$ cat config.mk
export PLATFORM = sky130hd
export DESIGN_NAME = snn_seq_ctrl_flat
export DESIGN_NICKNAME = d
export VERILOG_FILES = /design/src/rtl/snn_pkg.sv /design/src/rtl/snn_seq_ctrl_if.sv /design/src/rtl/snn_stage_cnt.sv /design/src/rtl/snn_seq_ctrl.sv /design/src/flat_wrapper.sv
export SDC_FILE = /design/constraint.sdc
export NUM_CORES = 1
export LEC_CHECK = 0
export BUFFER_PORTS_ARGS = -buffer_cell sky130_fd_sc_hd__buf_2
export CORE_ASPECT_RATIO = 1.5
export CORE_MARGIN = 4
export CORE_UTILIZATION = 57
export DETAILED_ROUTE_END_ITERATION = 8
export PLACE_DENSITY = 0.79
export SYNTH_ARGS = -nofsm -noshare
export SYNTH_HDL_FRONTEND = slang
export SYNTH_SLANG_ARGS = --single-unit
export TNS_END_PERCENT = 5
$ cat constraint.sdc
create_clock -name clk -period 3.51 [get_ports clk]
set_clock_uncertainty 0.05 [all_clocks]
set_input_delay 0.1755 -clock clk [delete_from_list [all_inputs] [get_ports clk]]
set_output_delay 0.1755 -clock clk [all_outputs]
set_load 0.02 [all_outputs]
$ cat src/rtl/snn_pkg.sv
// snn_pkg: shared states, post-process op codes and burst/stage sizes for the SNN sequencer
package snn_pkg;
  typedef enum logic [3:0] {S_IDLE, S_LOAD, S_CONV, S_POOL, S_FC, S_NORM, S_ACT, S_DIST, S_OUT} state_t;
  localparam logic [2:0] OP_NONE = 3'd0;
  localparam logic [2:0] OP_POOL = 3'd1;
  localparam logic [2:0] OP_FC = 3'd2;
  localparam logic [2:0] OP_NORM = 3'd3;
  localparam logic [2:0] OP_ACT = 3'd4;
  localparam logic [2:0] OP_DIST = 3'd5;
  localparam int N_IMG = 96;
  localparam int N_KER = 27;
  localparam int N_W = 4;
  localparam int N_IN = N_IMG + N_KER + N_W;
  localparam int N_CONV = 96;
  localparam int N_POOL = 8;
  localparam int N_FC = 8;
  localparam int N_NORM = 8;
  localparam int N_ACT = 8;
  localparam int N_DIST = 1;
  localparam int N_ISSUE = N_CONV + N_POOL + N_FC + N_NORM + N_ACT + N_DIST;
  localparam int CW = 10;
  function automatic logic [CW-1:0] stage_len(state_t s);
    return s == S_CONV ? CW'(N_CONV) : s == S_POOL ? CW'(N_POOL) : s == S_FC ? CW'(N_FC) :
           s == S_NORM ? CW'(N_NORM) : s == S_ACT ? CW'(N_ACT) : s == S_DIST ? CW'(N_DIST) : '0;
  endfunction
  function automatic logic [2:0] stage_op(state_t s);
    return s == S_POOL ? OP_POOL : s == S_FC ? OP_FC : s == S_NORM ? OP_NORM :
           s == S_ACT ? OP_ACT : s == S_DIST ? OP_DIST : OP_NONE;
  endfunction
endpackage

$ cat src/rtl/snn_seq_ctrl_if.sv
// snn_seq_ctrl_if: input burst, buffer write, issue and result framing signals of the sequencer
interface snn_seq_ctrl_if;
  logic       in_valid;
  logic [1:0] Opt;
  logic       buf_we;
  logic [1:0] buf_sel;
  logic [6:0] buf_waddr;
  logic [1:0] opt_q;
  logic       cv_valid;
  logic       cv_img;
  logic [1:0] cv_row;
  logic [1:0] cv_col;
  logic [1:0] cv_ch;
  logic       cv_first;
  logic       cv_last;
  logic       pp_valid;
  logic [2:0] pp_op;
  logic [2:0] pp_idx;
  logic       out_valid;
  logic [1:0] out_idx;
  modport master (output in_valid, Opt,
                  input buf_we, buf_sel, buf_waddr, opt_q, cv_valid, cv_img, cv_row, cv_col, cv_ch,
                        cv_first, cv_last, pp_valid, pp_op, pp_idx, out_valid, out_idx);
  modport slave (input in_valid, Opt,
                 output buf_we, buf_sel, buf_waddr, opt_q, cv_valid, cv_img, cv_row, cv_col, cv_ch,
                        cv_first, cv_last, pp_valid, pp_op, pp_idx, out_valid, out_idx);
endinterface

$ cat src/rtl/snn_stage_cnt.sv
// snn_stage_cnt: loadable down-counter; done marks the last cycle of the loaded window
module snn_stage_cnt #(
  parameter int W = 10
) (
  input  logic         clk,
  input  logic         rst_n,
  input  logic         load,
  input  logic [W-1:0] val,
  output logic         done
);
  logic [W-1:0] cnt;
  always_ff @(posedge clk or negedge rst_n)
    if (!rst_n) cnt <= '0;
    else if (load) cnt <= val;
    else if (cnt != '0) cnt <= cnt - W'(1);
  assign done = cnt == W'(1);
endmodule

$ cat src/rtl/snn_seq_ctrl.sv
// snn_seq_ctrl: input burst counter and stage scheduler for the shared SNN FP datapath
module snn_seq_ctrl
  import snn_pkg::*;
#(
  parameter int DP_LAT  = 4,
  parameter int OUT_LEN = 1
) (
  input logic         clk,
  input logic         rst_n,
  snn_seq_ctrl_if.slave bus
);
  if (DP_LAT < 2 || OUT_LEN < 1 || OUT_LEN > 4 || N_ISSUE + 6 * DP_LAT > 1000) begin : g_bad_cfg
    $error("snn_seq_ctrl: unsupported DP_LAT/OUT_LEN");
  end
  state_t s, s_d, nxt;
  logic drn, drn_d, ld, done, full, stage, we;
  logic cv_d, pp_d, out_d;
  logic [CW-1:0] ld_val;
  logic [6:0] in_cnt, in_cnt_d, base;
  logic [2:0] seq, seq_d;
  logic [1:0] sel, ch_d;
  logic [4:0] pix, pix_d;
  snn_stage_cnt #(.W(CW)) u_cnt (.clk(clk), .rst_n(rst_n), .load(ld), .val(ld_val), .done(done));
  assign nxt = state_t'(s + 4'd1);
  assign full = in_cnt == 7'(N_IN);
  assign stage = s inside {[S_CONV:S_DIST]};
  assign we = rst_n && bus.in_valid && (s == S_IDLE || (s == S_LOAD && !full));
  assign sel = in_cnt < 7'(N_IMG) ? 2'd0 : in_cnt < 7'(N_IMG + N_KER) ? 2'd1 : 2'd2;
  assign base = sel == 2'd0 ? 7'd0 : sel == 2'd1 ? 7'(N_IMG) : 7'(N_IMG + N_KER);
  assign bus.buf_we = we;
  assign bus.buf_sel = we ? sel : 2'd0;
  assign bus.buf_waddr = we ? in_cnt - base : 7'd0;
  assign pix = {bus.cv_img, bus.cv_row, bus.cv_col};
  always_comb begin
    s_d = s;
    drn_d = drn;
    ld = 1'b0;
    ld_val = '0;
    if (s == S_IDLE) s_d = bus.in_valid ? S_LOAD : S_IDLE;
    else if (s == S_LOAD && !bus.in_valid) begin
      s_d = full ? S_CONV : S_IDLE;
      drn_d = 1'b0;
      ld = full;
      ld_val = stage_len(S_CONV);
    end else if (stage && done && !drn) begin
      // DIST's drain is one short so out_valid lands on the cycle its result appears
      drn_d = 1'b1;
      ld = 1'b1;
      ld_val = s == S_DIST ? CW'(DP_LAT - 1) : CW'(DP_LAT);
    end else if (stage && done) begin
      s_d = nxt;
      drn_d = 1'b0;
      ld = 1'b1;
      ld_val = nxt == S_OUT ? CW'(OUT_LEN) : stage_len(nxt);
    end else if (s == S_OUT && done) s_d = S_IDLE;
  end
  assign in_cnt_d = s == S_IDLE ? {6'd0, bus.in_valid} :
                    s == S_LOAD && bus.in_valid ? (full ? in_cnt : in_cnt + 7'd1) : 7'd0;
  assign seq_d = ld ? 3'd0 : seq + 3'd1;
  assign cv_d = s_d == S_CONV && !drn_d;
  assign pp_d = s_d inside {[S_POOL:S_DIST]} && !drn_d;
  assign out_d = s_d == S_OUT;
  assign ch_d = cv_d && bus.cv_valid ? (bus.cv_ch == 2'd2 ? 2'd0 : bus.cv_ch + 2'd1) : 2'd0;
  assign pix_d = cv_d && bus.cv_valid ? pix + 5'(bus.cv_ch == 2'd2) : 5'd0;
  always_ff @(posedge clk or negedge rst_n)
    if (!rst_n) begin
      s <= S_IDLE;
      drn <= 1'b0;
      in_cnt <= '0;
      seq <= '0;
      bus.opt_q <= '0;
      bus.cv_valid <= 1'b0;
      {bus.cv_img, bus.cv_row, bus.cv_col} <= '0;
      bus.cv_ch <= '0;
      bus.cv_first <= 1'b0;
      bus.cv_last <= 1'b0;
      bus.pp_valid <= 1'b0;
      bus.pp_op <= '0;
      bus.pp_idx <= '0;
      bus.out_valid <= 1'b0;
      bus.out_idx <= '0;
    end else begin
      s <= s_d;
      drn <= drn_d;
      in_cnt <= in_cnt_d;
      seq <= seq_d;
      if (s == S_IDLE && bus.in_valid) bus.opt_q <= bus.Opt;
      bus.cv_valid <= cv_d;
      {bus.cv_img, bus.cv_row, bus.cv_col} <= pix_d;
      bus.cv_ch <= ch_d;
      bus.cv_first <= cv_d && ch_d == 2'd0;
      bus.cv_last <= cv_d && ch_d == 2'd2;
      bus.pp_valid <= pp_d;
      bus.pp_op <= pp_d ? stage_op(s_d) : OP_NONE;
      bus.pp_idx <= pp_d ? seq_d : 3'd0;
      bus.out_valid <= out_d;
      bus.out_idx <= out_d ? seq_d[1:0] : 2'd0;
    end
endmodule

$ cat src/flat_wrapper.sv
// flat-port wrapper written by rule: the top's interface ports become plain ports
module snn_seq_ctrl_flat import snn_pkg::*;
#(
  parameter int DP_LAT  = 4,
  parameter int OUT_LEN = 1
)
  (clk, rst_n, bus_in_valid, bus_Opt, bus_buf_we, bus_buf_sel, bus_buf_waddr, bus_opt_q, bus_cv_valid, bus_cv_img, bus_cv_row, bus_cv_col, bus_cv_ch, bus_cv_first, bus_cv_last, bus_pp_valid, bus_pp_op, bus_pp_idx, bus_out_valid, bus_out_idx);
  snn_seq_ctrl_if bus_i ();
  input logic clk;
  input logic rst_n;
  input wire logic [$bits(bus_i.in_valid)-1:0] bus_in_valid;
  input wire logic [$bits(bus_i.Opt)-1:0] bus_Opt;
  output wire logic [$bits(bus_i.buf_we)-1:0] bus_buf_we;
  output wire logic [$bits(bus_i.buf_sel)-1:0] bus_buf_sel;
  output wire logic [$bits(bus_i.buf_waddr)-1:0] bus_buf_waddr;
  output wire logic [$bits(bus_i.opt_q)-1:0] bus_opt_q;
  output wire logic [$bits(bus_i.cv_valid)-1:0] bus_cv_valid;
  output wire logic [$bits(bus_i.cv_img)-1:0] bus_cv_img;
  output wire logic [$bits(bus_i.cv_row)-1:0] bus_cv_row;
  output wire logic [$bits(bus_i.cv_col)-1:0] bus_cv_col;
  output wire logic [$bits(bus_i.cv_ch)-1:0] bus_cv_ch;
  output wire logic [$bits(bus_i.cv_first)-1:0] bus_cv_first;
  output wire logic [$bits(bus_i.cv_last)-1:0] bus_cv_last;
  output wire logic [$bits(bus_i.pp_valid)-1:0] bus_pp_valid;
  output wire logic [$bits(bus_i.pp_op)-1:0] bus_pp_op;
  output wire logic [$bits(bus_i.pp_idx)-1:0] bus_pp_idx;
  output wire logic [$bits(bus_i.out_valid)-1:0] bus_out_valid;
  output wire logic [$bits(bus_i.out_idx)-1:0] bus_out_idx;
  assign bus_i.in_valid = bus_in_valid;
  assign bus_i.Opt = bus_Opt;
  assign bus_buf_we = bus_i.buf_we;
  assign bus_buf_sel = bus_i.buf_sel;
  assign bus_buf_waddr = bus_i.buf_waddr;
  assign bus_opt_q = bus_i.opt_q;
  assign bus_cv_valid = bus_i.cv_valid;
  assign bus_cv_img = bus_i.cv_img;
  assign bus_cv_row = bus_i.cv_row;
  assign bus_cv_col = bus_i.cv_col;
  assign bus_cv_ch = bus_i.cv_ch;
  assign bus_cv_first = bus_i.cv_first;
  assign bus_cv_last = bus_i.cv_last;
  assign bus_pp_valid = bus_i.pp_valid;
  assign bus_pp_op = bus_i.pp_op;
  assign bus_pp_idx = bus_i.pp_idx;
  assign bus_out_valid = bus_i.out_valid;
  assign bus_out_idx = bus_i.out_idx;
  snn_seq_ctrl #(.DP_LAT(DP_LAT), .OUT_LEN(OUT_LEN)) u_core (.clk(clk), .rst_n(rst_n), .bus(bus_i));
endmodule
# Yosys cells after proc, flatten, opt, wreduce, memory -nomap -nowiden

Index checks and enable logic that the tools add are counted.

$lt $le $gt $ge: 6
Reduce and logical (&&, ||, !) cells: 26
$add $sub $neg: 7
Equal/unequal tests: 23
Multiplexer cells: 50

Operators by type and width:

| cell                                                              | count |
|---|---|
| 2-to-1 mux 10 bit                                                 | 12 |
| equality test 4 x 3 -> 1 bit, second input constant               | 9 |
| 2-to-1 mux 7 bit                                                  | 5 |
| 2-to-1 mux 3 bit                                                  | 9 |
| 2-to-1 mux 4 bit                                                  | 5 |
| equality test 4 x 2 -> 1 bit, second input constant               | 4 |
| logical AND 1 bit                                                 | 16 |
| < comparator 7 bit, second input constant                         | 2 |
| 2-to-1 mux 2 bit                                                  | 7 |
| equality test 4 bit, second input constant                        | 3 |
| equality test 10 x 1 -> 1 bit, second input constant              | 1 |
| 2-to-1 mux 1 bit                                                  | 10 |
| 2-to-1 mux 5 bit                                                  | 2 |
| nonzero test 10 bit                                               | 1 |
| subtractor 10 x 1 -> 10 bit, second input constant                | 1 |
| greater-or-equal comparator 4 x 2 -> 1 bit, second input constant | 2 |
| less-or-equal comparator 4 x 3 -> 1 bit, second input constant    | 2 |
| adder 7 x 1 -> 7 bit, second input constant                       | 1 |
| equality test 7 bit, second input constant                        | 1 |
| subtractor 7 bit                                                  | 1 |
| adder 5 x 1 -> 5 bit                                              | 1 |
| adder 4 x 1 -> 4 bit, second input constant                       | 1 |
| equality test 2 bit, second input constant                        | 2 |
| equality test 4 x 1 -> 1 bit, second input constant               | 1 |
| other kinds (9)                                                   | 13 |

Output and inout port bits: 32
Register bits after elaboration: 47
Logic and storage cells: 130

# Depth between registers and ports, before layout

Depth in word-level cells: 14
Depth in mapped cells: 14
Mapped depth without buffers: 13

# Cells and area by module

From an unflattened synthesis, not the netlist that was laid out.

Cells, all modules: 299
Area, all modules: 2925.3 sq um

Modules (own cells, without submodules):

| module        | cells each | area each (sq um) | times used | sequential area each (sq um) |
|---|---|---|---|---|
| snn_seq_ctrl  | 232        | 2314.7            | 1          | 925.9 |
| snn_stage_cnt | 67         | 610.6             | 1          | 250.2 |

# Worst setup path before layout

No wires, ideal clock.

Path type: flip-flop to output port
From: register u_core.in_cnt[6]
To: output port bus_buf_waddr[6]
Arrival: 2.955 ns
Data required time: 3.284 ns
Slack: 0.329 ns
Stages on the path, launching flop included: 13
Buffers on the path: 0
Cells stage by stage: dfrtp_1 > nand2_1 > or3_1 > inv_1 > ha_1 > inv_1 > fa_1 > or2_1 > a21oi_1 > inv_1 > a21oi_1 > xnor2_1 > a211oi_1

Word-level cells in the longest chain between the ends: 8

RTL lines:

| item                           | RTL line           | text |
|---|---|---|
| from (decl)                    | snn_seq_ctrl.sv:19 | `logic [6:0] in_cnt, in_cnt_d, base;` |
| from (signal assigned)         | snn_seq_ctrl.sv:85 | `in_cnt <= in_cnt_d;` |
| < comparator 7 bit             | snn_seq_ctrl.sv:28 | `assign sel = in_cnt < 7'(N_IMG) ? 2'd0 : in_cnt < 7'(N_IMG + N_KER) ? 2'd1 : 2'd2;` |
| 2-to-1 mux 2 bit (2 in series) | snn_seq_ctrl.sv:28 |  |
| equality test 2 x 1 -> 1 bit   | snn_seq_ctrl.sv:29 | `assign base = sel == 2'd0 ? 7'd0 : sel == 2'd1 ? 7'(N_IMG) : 7'(N_IMG + N_KER);` |
| 2-to-1 mux 5 bit               | snn_seq_ctrl.sv:29 |  |
| 2-to-1 mux 7 bit               | snn_seq_ctrl.sv:29 |  |
| subtractor 7 bit               | snn_seq_ctrl.sv:32 | `assign bus.buf_waddr = we ? in_cnt - base : 7'd0;` |
| 2-to-1 mux 7 bit *             | snn_seq_ctrl.sv:32 |  |
| to (decl)                      | flat_wrapper.sv:15 | `output wire logic [$bits(bus_i.buf_waddr)-1:0] bus_buf_waddr;` |

Every way passes the cells marked *; elsewhere a longest branch is shown, timed or not.

# Final worst setup path

Same ends and word-level chain as after synthesis.

==> run summary <==
The peak-usage layer in the global routing report was met2. The analysis attributes to cell leakage a power of 1.517 nW. The logs give 0.2115 ns for the pre-CTS setup slack and 2,207 for the number of global-route vias before repair. Proportion of register bits with asynchronous set or reset after synthesis: 100.0%. The critical path starts at u_core.in_cnt[6]. The worst register-to-register path begins at u_core.s[0].

Traced cell by cell, the critical path runs through nand2_1 -> or3_1 -> inv_1 -> ha_1 -> inv_1 -> fa_1 -> or2_1 -> a21oi_2 -> inv_1 -> a21oi_2 -> xnor2_1 -> a211oi_1 -> buf_2. The synthesized netlist devotes 5.882% of its cell area to XOR and XNOR gates. After the first detailed-routing iteration, the DRC count stood at 120.

After detailed routing, the number of vias per cell comes to 5.522. The congestion estimate from routability-driven global placement came to 0.9420. In the final layout, flip-flops and latches occupy 1177 sq um.

Clock root buffer master: sky130_fd_sc_hd__clkbuf_8. The most frequent cell on the critical path is sky130_fd_sc_hd__inv_1. The flow ran to the end, and the final reports show no timing, DRC or antenna violations. Summing all non-filler instances in the final layout gives an area of 3144 sq um. Power spread over the standard cell area amounts to 305.3 nW/um^2. The layout overhead on the synthesized area was 17.32%.

After floorplanning, the core was sized to cover 4542 sq um. CTS saw 47 sinks. The number of antenna diodes in the final layout is 0.

After synthesis, the largest family of logic cells by area is simple AND/OR/NAND/NOR gates. Clock transition at the registers of the reported paths: 0.09 ns. The type of the setup path with the least slack was flip-flop to output port. For the initial core utilization, the log shows 59.01%. The final worst-path cycle share is 93.68%, and the final period demand of the worst path is 3.288 ns. Summing all placed instances gives a cell area of 2975 sq um.

The transition time of the tightest slew-check pin was 0.5825 ns. The tools report the startpoint type of the worst setup path as a flip-flop. Summing the areas of all compound-gate instances in the mapped netlist gives 11.95% of the synthesized area.

Input and output buffers added on the ports amount to 36. From left edge to right edge, the die measures 63.99 um. The count of nets after finishing came out at 349. The cell taking the most area after synthesis was sky130_fd_sc_hd__dfrtp_1. Along the worst path, the maximum fanout reaches 5. In the final layout, the share of cells above drive strength 1 is 23.55%. For this run, global-route usage on met1 was measured as 24.07%. In this run the worst hold path is classified as input pin to flip-flop.

Clock tree synthesis inserted a total of 5 buffers. On the critical path, the stage with the largest delay is an instance of sky130_fd_sc_hd__dfrtp_2. TritonCTS built the clock tree.

Summing the areas of all fa, ha and maj instances in the mapped netlist gives 8.683% of the synthesized area. In the post-synthesis netlist, the biggest area contributors are sky130_fd_sc_hd__dfrtp_1, sky130_fd_sc_hd__ha_1, sky130_fd_sc_hd__xnor2_1. The pre-antenna-repair detailed-routing pass consisted of 4 iterations. Including well taps, the total number of placed cells is 379. The tools report the pin count of the biggest net entering global routing as 48. The tools report the max-slew violation total from the final report as 0.

The wire length of the first global-routing pass was 10,270 um. Dividing the detail-routed wire length by the instance count gives 15.40 um. The biggest cell delay along the critical path was 0.40 ns. The number of antenna violations at the first check in global routing came out at 0. The worst setup path is captured at an output port. The max-slew headroom at the worst pin came out at 61.17%.

The number of hold violations in the final report is 0, and the end-of-flow core utilization is 69.23%. The longest clock path from root to sink contains 2 buffers. Top-area cell type share of the netlist area: 43.88%. STA puts the critical path data required time at 3.28 ns. Overall die area: 5885 sq um.

The fraction of synthesized area in multiplexers was 1.634%; the worst-skew pair later-pin latency was 0.30 ns. The least setup slack across all paths after layout is 0.2219 ns, and the signal arrival time at the worst endpoint is 3.06 ns. In the global route stage, overall resource usage came out at 22.24%. The number of flip-flops and latches in the synthesized netlist is 47, and the area of combinational cells with multiple inputs is 1438 sq um.

The run gives 0 as the number of warning messages in the yosys log. The most used flip-flop cell after synthesis is sky130_fd_sc_hd__dfrtp_1. The run gives 53 as the count of different cell masters after synthesis. After filler insertion, the fill cell instance count of the layout stands at 359. The die is 91.98 um tall. Remaining antenna violation count after routing: 0. Yosys mapped a number of flops with a built-in enable equal to 0. During I/O placement, the number of pins put on the boundary was 37.

After synthesis, flip-flops and latches occupy 43.88% of the total area. After technology mapping, the gate count stands at 277. For this run, global-route usage on met2 was measured as 40.12%. Simple-gate share of the synthesized area: 24.79%.

Derived from the worst setup path, the maximum achievable clock frequency is 304.1 MHz. The final setup violation count was 0. The tool flagged a number of max-cap violations equal to 0. Leaving out filler cells and counting taps, the final layout contains 391. The startpoint identified for the worst hold timing path is bus_Opt[0]. The met3 layer usage reported by global route was 3.922%; the total via count in the routed design was 2,159.

The average instance in the mapped netlist occupies 9.675 sq um. When the netlist entered floorplanning its net count stood at 300. The area of the mapped netlist was 2680 sq um; the row count was 30. The final layout contains routed wiring with a total length of 6022 um. Detailed placement ended at an HPWL of 4623 um. The total overflow left after global routing is 0.

In the routed design, unresolved DRC markers number 0. The H-tree depth is 2. The logs give 277.5 uV for the maximum ir drop on the vdd rail and 0.06834 ns for the worst hold margin.

The number of buffers and inverters on the critical path is 4. Grouping stages by cell kind, the critical path spends the most delay in simple AND/OR/NAND/NOR gates.
cells in the mapped netlist, drive strengths merged (4+ instances only):
library cell	number
nor2	39
ha	17
dfrtp	47
nand3	12
clkbuf	4
nand2	17
xnor2	16
o21ai	13
and2	4
and3	5
nand4	4
or3	4
inv	16
a21oi	17
nor2b	6
nor3	12
logic make-up after synthesis:
group,Yosys count
AOI/OAI and AO/OA,48
xor gates and xnor gates,18
buffers and inverters,22
adders and majority gates,18
DFF,47
muxes,4
and+or+nand+nor,120
worst register-to-register path, cell delays in order (launching register included):
cell                       delay [ns]
sky130_fd_sc_hd__dfrtp_1         0.35
sky130_fd_sc_hd__inv_1           0.06
sky130_fd_sc_hd__ha_1            0.23
sky130_fd_sc_hd__nor3_2          0.21
sky130_fd_sc_hd__nor2_1          0.12
sky130_fd_sc_hd__nand4_1         0.14
sky130_fd_sc_hd__inv_1           0.07
sky130_fd_sc_hd__ha_1            0.28
sky130_fd_sc_hd__nor4b_4         0.40
sky130_fd_sc_hd__or3b_4          0.48
sky130_fd_sc_hd__o21ai_2         0.20
sky130_fd_sc_hd__a31oi_4         0.15
sky130_fd_sc_hd__and4bb_1        0.34
sky130_fd_sc_hd__and2_1          0.13
where the power goes:
group	switching (mW)	internal [mW]	leakage (nW)	total, mW
Clock	0.188	0.216	0.0587	0.404
Sequential	0	0.541	0.615	0.541
Combinational	0.0117	0.00317	0.843	0.0149
Total	0.200	0.760	1.52	0.960
timing repair:
item	CTS	global route
setup endpoints to repair	0	16
hold buffers	1	0
gates resized for setup	0	6
setup buffers	0	3
endpoints found under the hold margin	47	0
state kept, by name, summed over array words and instances, names as in the netlist:
register and count:
u_core.bus.pp_op 3, u_core.s 4, u_core.bus.cv_ch 2, u_core.u_cnt.cnt 10, u_core.bus.out_idx 2, u_core.bus.cv_row 2, u_core.bus.cv_valid 1, u_core.bus.cv_img 1
u_core.drn 1, u_core.bus.cv_last 1, u_core.bus.cv_first 1, u_core.bus.cv_col 2, u_core.bus.pp_idx 3, u_core.seq 3, u_core.bus.out_valid 1, u_core.in_cnt 7
u_core.bus.opt_q 2, u_core.bus.pp_valid 1
area by class of cell:
class | instances | share of cell area [%]
flip-flops and latches | 47 | 37.45
inverters | 16 | 1.910
clock buffers | 5 | 2.189
repair buffers | 48 | 8.675
well taps | 64 | 2.547
multi-input cells | 208 | 45.72
clock inverters | 3 | 1.512
cell usage in the layout, fill, tap and decap left out, types with 9 or more instances in the layout:
master and n:
sky130_fd_sc_hd__o21ai_0 9, sky130_fd_sc_hd__nor2_1 37, sky130_fd_sc_hd__nand2_1 17, sky130_fd_sc_hd__nor3_1 11, sky130_fd_sc_hd__ha_1 17, sky130_fd_sc_hd__buf_4 11
sky130_fd_sc_hd__nand3_1 12, sky130_fd_sc_hd__dfrtp_1 46, sky130_fd_sc_hd__a21oi_1 13, sky130_fd_sc_hd__buf_2 36, sky130_fd_sc_hd__inv_1 14, sky130_fd_sc_hd__xnor2_1 16
metrics by stage:
| stage | setup TNS, ns | total power, mW |
|---|---|---|
| CTS | 0 | 0.9681 |
| global route | -0.01167 | 0.9918 |
| floorplan | 0 | 0.5520 |
| finish | 0 | 0.9599 |
| detailed placement | 0 | 0.5666 |
| global placement | 0 | 0.5662 |
per-layer routing:
layer / vias to the layer above / part of all wire (%)
met4: 0 / 4.5
met3: 17 / 4.0
li1: 1061 / -
met5: - / 0
met1: 1021 / 37
met2: 60 / 55
worst paths after layout:
check                                         to  cells past startpoint  slack (ns)
setup / recovery                bus_buf_waddr[6]                     13        0.22
hold / removal               u_core.bus.opt_q[0]                      2        0.07
setup reg to reg           u_core.bus.out_idx[1]                     13        0.25
hold reg to reg                    u_core.seq[0]                      1        0.42
max in group asynchronous       u_core.in_cnt[6]                      3        2.48
min in group asynchronous          u_core.seq[1]                      3        0.51
Power figures use the tool's default switching activity.
